### src/rtl/fu_sched_pkg.sv
`default_nettype none
// ============================================================================
// Module  : fu_sched_pkg
// Purpose : Shared definitions for the function-unit scheduler: FU bit
//           positions, the per-lane FU mask type and small mask helpers.
// Config  : none
// Revision: 1.0  initial release
// ============================================================================
package fu_sched_pkg;

  localparam int NFU    = 5;
  localparam int FU_ALU = 0;
  localparam int FU_MEM = 1;
  localparam int FU_MUL = 2;
  localparam int FU_DIV = 3;
  localparam int FU_CSR = 4;

  typedef logic [4:0] fu_mask_t;

  // Isolates the lowest set bit (two's-complement trick); 0 stays 0.
  function automatic fu_mask_t lowest_bit(input fu_mask_t m);
    return m & (~m + 5'd1);
  endfunction

  function automatic logic is_onehot(input fu_mask_t m);
    return (m != 5'd0) && ((m & (m - 5'd1)) == 5'd0);
  endfunction

endpackage
`default_nettype wire

### src/rtl/fu_credit.sv
`default_nettype none
// ============================================================================
// Module  : fu_credit
// Purpose : Credit counter for a downstream queue. Each cycle it subtracts
//           the credits taken and adds the credits returned; refill snaps
//           it back to full (queue flushed).
// Ports   : clk     in   clock
//           rst     in   synchronous active-high reset (count <= MAX)
//           refill  in   restore count to MAX at the next edge
//           take    in   credits consumed this cycle
//           ret     in   credits returned this cycle
//           count   out  current credit count (0..MAX)
//           nonzero out  count != 0
// Config  : none
// Revision: 1.0  initial release
// ============================================================================
module fu_credit #(
  parameter int MAX = 8,
  parameter int TW  = 2,
  parameter int RW  = 3
) (
  input  logic                         clk,
  input  logic                         rst,
  input  logic                         refill,
  input  logic [TW-1:0]                take,
  input  logic [RW-1:0]                ret,
  output logic [$clog2(MAX+1)-1:0]     count,
  output logic                         nonzero
);

  localparam int CW = $clog2(MAX+1);
  // Wide enough that neither the return nor the take can wrap before the
  // overflow check sees the true value.
  localparam int SW = CW + RW + 1;

  logic [SW-1:0] sum;

  assign sum     = SW'(count) - SW'(take) + SW'(ret);
  assign nonzero = (count != '0);

  always_ff @(posedge clk) begin
    if (rst || refill) begin
      count <= CW'(MAX);
    end else begin
      count <= sum[CW-1:0];
    end
  end

  // Returning more credits than were ever handed out is an upstream bug.
  always_ff @(posedge clk) begin
    if (!rst && !refill) begin
      assert (sum <= SW'(MAX));
    end
  end

endmodule
`default_nettype wire

### src/rtl/fu_sched.sv
`default_nettype none
// ============================================================================
// Module  : fu_sched
// Purpose : Function-unit scheduler between issue and execute. Each cycle it
//           accepts an in-order prefix of the offered lanes, binds every
//           accepted lane to one FU (lowest available bit of its mask) and
//           tracks FU occupancy: per-cycle ALU/MUL/MEM limits, memory
//           credits, a non-pipelined divider and a serialising CSR unit.
// Ports   : clk        in   clock
//           rst        in   synchronous active-high reset
//           redir      in   pipeline redirect / flush
//           iss_valid  in   [IWD]    lane offers an op
//           iss_fu     in   [IWD*5]  per-lane FU mask, lane i at [i*5 +: 5]
//                                    bits: 0 ALU, 1 MEM, 2 MUL, 3 DIV, 4 CSR
//           issue      out  [IWD]    lane accepted (always a prefix)
//           grant_fu   out  [IWD*5]  one-hot FU bound to each accepted lane
//           fu_ready   out  [5]      per-FU can-accept, from state only
//           mem_ret    in            memory credits returned this cycle
//           csr_done   in   CSR op finished, releases serialisation
//           perf_stall out  [5][32]  stall counters (FUSCHED_PERF_EN only)
// Config  : FUSCHED_PERF_EN - adds perf_stall: counter k counts cycles where
//           a lane is refused solely because FU k is unavailable.
// Revision: 1.0  initial release
// ============================================================================
module fu_sched
  import fu_sched_pkg::*;
#(
  parameter int IWD    = 4,
  parameter int NALU   = 2,
  parameter int MWD    = 2,
  parameter int MCRED  = 8,
  parameter int DIVLAT = 12
) (
  input  logic                      clk,
  input  logic                      rst,
  input  logic                      redir,
  input  logic [IWD-1:0]            iss_valid,
  input  logic [IWD*5-1:0]          iss_fu,
  output logic [IWD-1:0]            issue,
  output logic [IWD*5-1:0]          grant_fu,
  output logic [4:0]                fu_ready,
  input  logic [$clog2(MWD+1):0]    mem_ret,
  input  logic                      csr_done
`ifdef FUSCHED_PERF_EN
  ,
  output logic [4:0][31:0]          perf_stall
`endif
);

  localparam int CW = $clog2(MCRED+1);
  localparam int DW = $clog2(DIVLAT+1);
  localparam int TW = $clog2(MWD+1);
  localparam int RW = $clog2(MWD+1) + 1;

  // --------------------------------------------------------------------------
  // Occupancy state
  // --------------------------------------------------------------------------
  logic [CW-1:0] cred;
  logic          cred_nz;
  logic [DW-1:0] divcnt;
  logic          csr_busy;

  // --------------------------------------------------------------------------
  // Grant loop results
  // --------------------------------------------------------------------------
  int       alu_n;
  int       mem_n;
  int       mem_lim;
  logic     mul_g;
  logic     div_g;
  logic     csr_g;
  logic     blocked;
  fu_mask_t mask;
  fu_mask_t avail;
  fu_mask_t pick;
`ifdef FUSCHED_PERF_EN
  logic     stall_vld;
  fu_mask_t stall_mask;
`endif

  // Ready depends on registered state only, so issue may consume it in the
  // same cycle without forming a loop through the issue queue.
  assign fu_ready = {~csr_busy, (divcnt == '0), 1'b1, cred_nz, 1'b1};

  always_comb begin
    issue    = '0;
    grant_fu = '0;
    alu_n    = 0;
    mem_n    = 0;
    mul_g    = 1'b0;
    div_g    = 1'b0;
    csr_g    = 1'b0;
    mask     = '0;
    avail    = '0;
    pick     = '0;
    mem_lim  = (MWD < int'(cred)) ? MWD : int'(cred);
    // Reset and redirect suppress every grant by starting the scan blocked.
    blocked  = rst | redir;
`ifdef FUSCHED_PERF_EN
    stall_vld  = 1'b0;
    stall_mask = '0;
`endif
    for (int i = 0; i < IWD; i++) begin
      mask          = iss_fu[i*5 +: 5];
      avail         = '0;
      avail[FU_ALU] = (alu_n < NALU);
      avail[FU_MEM] = (mem_n < mem_lim);
      avail[FU_MUL] = ~mul_g;
      avail[FU_DIV] = (divcnt == '0) && ~div_g;
      avail[FU_CSR] = (i == 0) && ~csr_busy;
      pick          = lowest_bit(mask & avail);
      if (!blocked) begin
        if (iss_valid[i] && (pick != '0)) begin
          issue[i]          = 1'b1;
          grant_fu[i*5 +: 5] = pick;
          if (pick[FU_ALU]) alu_n = alu_n + 1;
          if (pick[FU_MEM]) mem_n = mem_n + 1;
          if (pick[FU_MUL]) mul_g = 1'b1;
          if (pick[FU_DIV]) div_g = 1'b1;
          // A CSR serialises: nothing younger may issue alongside it.
          if (pick[FU_CSR]) begin
            csr_g   = 1'b1;
            blocked = 1'b1;
          end
        end else begin
          // First refused lane ends the prefix. An all-zero mask lands here
          // too and stalls the lane forever until the mask changes.
          blocked = 1'b1;
`ifdef FUSCHED_PERF_EN
          if (iss_valid[i] && is_onehot(mask)) begin
            stall_vld  = 1'b1;
            stall_mask = mask;
          end
`endif
        end
      end
    end
  end

  // --------------------------------------------------------------------------
  // Memory credits; a redirect flushes the load/store queue.
  // --------------------------------------------------------------------------
  fu_credit #(
    .MAX (MCRED),
    .TW  (TW),
    .RW  (RW)
  ) u_cred (
    .clk     (clk),
    .rst     (rst),
    .refill  (redir),
    .take    (TW'(mem_n)),
    .ret     (mem_ret),
    .count   (cred),
    .nonzero (cred_nz)
  );

  // --------------------------------------------------------------------------
  // Divider occupancy and CSR serialisation
  // --------------------------------------------------------------------------
  // divcnt counts the busy cycles left after the grant cycle, so it loads
  // DIVLAT-1: the next DIV is granted exactly DIVLAT cycles after the last.
  // The divider cannot be cancelled, so redirect does not touch divcnt.
  always_ff @(posedge clk) begin
    if (rst) begin
      divcnt   <= '0;
      csr_busy <= 1'b0;
    end else begin
      if (div_g) begin
        divcnt <= DW'(DIVLAT - 1);
      end else if (divcnt != '0) begin
        divcnt <= divcnt - DW'(1);
      end

      // A grant beats a same-cycle csr_done: the done belongs to an older op.
      if (redir) begin
        csr_busy <= 1'b0;
      end else if (csr_g) begin
        csr_busy <= 1'b1;
      end else if (csr_done) begin
        csr_busy <= 1'b0;
      end
    end
  end

`ifdef FUSCHED_PERF_EN
  // Stall counters survive redirects; only reset clears them.
  always_ff @(posedge clk) begin
    if (rst) begin
      perf_stall <= '0;
    end else begin
      for (int k = 0; k < NFU; k++) begin
        if (stall_vld && stall_mask[k]) begin
          perf_stall[k] <= perf_stall[k] + 32'd1;
        end
      end
    end
  end
`endif

endmodule
`default_nettype wire

### config.mk
export PLATFORM = sky130hd
export DESIGN_NAME = fu_sched
export DESIGN_NICKNAME = d
export VERILOG_FILES = /design/src/rtl/fu_sched_pkg.sv /design/src/rtl/fu_credit.sv /design/src/rtl/fu_sched.sv
export SDC_FILE = /design/constraint.sdc
export NUM_CORES = 1
export LEC_CHECK = 0
export CELL_PAD_IN_SITES_DETAIL_PLACEMENT = 0
export CELL_PAD_IN_SITES_GLOBAL_PLACEMENT = 1
export CORE_ASPECT_RATIO = 0.6
export CORE_MARGIN = 2
export CORE_UTILIZATION = 33
export DETAILED_ROUTE_END_ITERATION = 8
export GPL_ROUTABILITY_DRIVEN = 0
export PLACE_DENSITY_LB_ADDON = 0.1
export REMOVE_ABC_BUFFERS = 1
export SYNTH_ARGS = -nofsm -noshare
export SYNTH_HDL_FRONTEND = slang
export SYNTH_SLANG_ARGS = --single-unit
### constraint.sdc
create_clock -name clk -period 10.2 [get_ports clk]
set_input_delay 1.02 -clock clk [delete_from_list [all_inputs] [get_ports clk]]
set_output_delay 1.02 -clock clk [all_outputs]
set_load 0.005 [all_outputs]
==> impl_metrics.yaml <==
finish:
  area_growth_pct: 39.9
  final_util_pct: 49.0
  design_area_um2: 2040
  finalNonFillerCells: 294
  diodes: 0
  drive_above_1_share_pct: 11.5
  layout.nets: 280
yosys:
  yosys.area_share.simple_pct: 30.9
  yosys-top-cells-area: "dfxtp_1 (12%), ha_1 (10%), nand2_1 (6.4%)"
  avgSynthCellArea_um2: 7.97
  synth_top_family_by_area: "simple AND/OR/NAND/NOR gates"
  synthArstFlopShare_pct: 0
  synth-compound-area-share_pct: 30.9
  synthMuxAreaShare_pct: 0.686
  synth_cells: 183
  synth_edf_count: 0
  synth.distinct_cells: 62
  synth_xor_area_share_pct: 2.40
  ys.flop_type: "dfxtp_1"
  synth.most_common_cell: "nand2_1"
  yosys.area.top_type: "dfxtp_1"
  synthTopCellsByCount: "nand2_1 (25), inv_1 (18), a21oi_1 (12), ha_1 (12), dfxtp_1 (9)"
  synth_area_um2: 1460
  synth_warnings: 0
  ys_seq_area_share_pct: 12.3
  synth_fa_ha_area_share_pct: 13.0
  synth.top_cell.area_share_pct: 12.3
  ys_seq_elements: 9
clock_network:
  clk_pin_slew_ps: 40
  cts_made_buffers: 3
  clock_path_buffers: 2
  clock_sinks: 9
  h-tree-depth: 1
  clk_latency_ps: 230
  cts_tree: "yes"
  cts.repair.resized: 0
  cts_hold_buf: 0
  cts_root_buf: "clkbuf_8"
  post_cts_buffers: 0
sta:
  drv_slew: 0
  clock_skew_ps: 2.01
  fin_hold_ws_ps: 498
  setup_slack_ps: 2670
  fmax_mhz: 133
  tightest_slew_ps: 743
  rsz0062_at_grt: "no"
  report.final.setup_viol: 0
  finalSetupTns_ps: 0
  period_share_pct: 73.8
  final_hold_viol_count: 0
  period_needed_ps: 7530
  slew_headroom_pct: 50.4
placed_design:
  hpwlAfterDp_um: 3590
  dp_slack_ps: 2770
  dpl_cell_area_um2: 2000
  place.port_buffers: 51
  placedCellCount: 290
pwr:
  ir_drop_mv: 0.0548
  p_sw_mw: 0.0499
  switching_share_pct: 34.1
  p_comb_share_pct: 44.0
  power.total_mw: 0.146
  clockPowerShare_pct: 27.6
  p_seq_share_pct: 28.3
  internal_power_mw: 0.0965
  leakagePower_nw: 0.861
  p_per_area_nw_per_um2: 71.8
route:
  vias_per_cell: 5.08
  drt_iter0_drc: 77
  routed_wl_um: 4240
  routedWlPerCell_um: 14.4
  remaining_drc_errors: 0
  drt_first_pass_iters: 4
  num_vias: 1493
  ant_nets: 0
critical_path:
  worstPathMaxFanout: 11
  cp.arrival_ps: 6510
  cp-end-kind: "output pin"
  path_class: "primary input to output pin"
  required_ps: 9180
  cp-start-kind: "primary input"
global_routing:
  globalRouteTotalUtil_pct: 17.7
  grt_pass1_vias: 1441
  grt_pass1_wl_um: 7140
  antenna_found_initial: 0
  grt.overflow.total: 0
  grt_max_degree: 12
worst_hold_path:
  holdCritPathClass: "register to register"
floorplanning:
  ios: 60
  fp.coreArea_um2: 4170
  die_x_um: 89.8
  fp.dieH_um: 55.5
  start_util_pct: 35.0
  rows: 18
  dieArea_um2: 4990
status:
  run_status: "completed"
job:
  maxCapViolCount: 0
metal layers:
metal / GRT usage (%) / part of all wire, % / vias up
li1: - / - / 766
met1: 25.7 / 50 / 676
met2: 26.2 / 42 / 49
met3: 5.46 / 6.9 / 2
met4: 2.42 / 0.28 / 0
met5: 0 / 0 / -
power groups by stage:
| stage | logic, mW | clock network, mW | registers, mW |
|---|---|---|---|
| 2_1_floorplan | 0.0385 | 0 | 0.0410 |
| 3_3_place_gp | 0.0621 | 0 | 0.0417 |
| 3_5_place_dp | 0.0642 | 0 | 0.0421 |
| 4_1_cts | 0.0648 | 0.0422 | 0.0415 |
| 5_1_grt | 0.0715 | 0.0461 | 0.0421 |
| 6_report | 0.0645 | 0.0405 | 0.0415 |
cell usage in the layout (no fill, tap or decap), types with 2 or more instances in the layout:
| master | n |
|---|---|
| a21boi_0 | 2 |
| a21o_1 | 3 |
| a21oi_1 | 12 |
| a31o_2 | 2 |
| a31oi_2 | 2 |
| a41oi_2 | 2 |
| and2_1 | 8 |
| and3_1 | 3 |
| and4_1 | 2 |
| clkbuf_8 | 3 |
| clkdlybuf4s50_1 | 51 |
| conb_1 | 6 |
| dfxtp_1 | 9 |
| fa_1 | 2 |
| ha_1 | 12 |
| inv_1 | 18 |
| nand2_1 | 25 |
| nand3_1 | 7 |
| nand4_1 | 2 |
| nor2_1 | 8 |
| nor2b_1 | 3 |
| nor3_1 | 3 |
| nor3b_1 | 3 |
| nor4_1 | 2 |
| o21ai_0 | 3 |
| xnor2_1 | 4 |
worst max-delay path, cell delays in order:
cell and delay [ps]:
clkdlybuf4s50_1 550, nor3b_2 430, nand3b_1 300, a221o_2 490, o21ai_4 240, inv_2 150, nand2_1 110, inv_1 60
ha_1 180, nor2b_1 230, nand3_1 170, a31o_2 280, a211oi_2 230, mux2i_1 300, ha_1 230, o21ai_0 120
a22o_1 210, a41oi_2 260, nand2_1 130, nor4b_2 290, clkdlybuf4s50_1 540
cells by family after synthesis:
kind of cell | count (synthesis)
AO/OA/AOI/OAI | 48
XOR/XNOR | 4
adder cells (fa/ha/maj) | 14
buffers and inverters | 27
flip-flops | 9
multiplexers | 1
other | 2
AND/OR/NAND/NOR | 78
registers in the layout, indices dropped and copies added (netlist names):
signal	flops
csr_busy	1
divcnt	4
u_cred.count	4
layout make-up:
class / count / area [um^2]
well taps: 60 / 75.1
flip-flops and latches: 9 / 180
inverters: 19 / 71.3
fillers: 431 / 2130
multi-input cells: 151 / 1160
repair buffers: 51 / 510
clock buffers: 4 / 45.0
worst paths after layout:
| kind | from | to | slack (ps) | cells past startpoint |
|---|---|---|---|---|
| max | rst | grant_fu[18] | 2670 | 21 |
| min reg2reg | csr_busy | csr_busy | 500 | 1 |
| min | csr_busy | csr_busy | 500 | 1 |
| max reg2reg | u_cred.count[0] | u_cred.count[3] | 4250 | 23 |
Power figures use the tool's default switching activity.
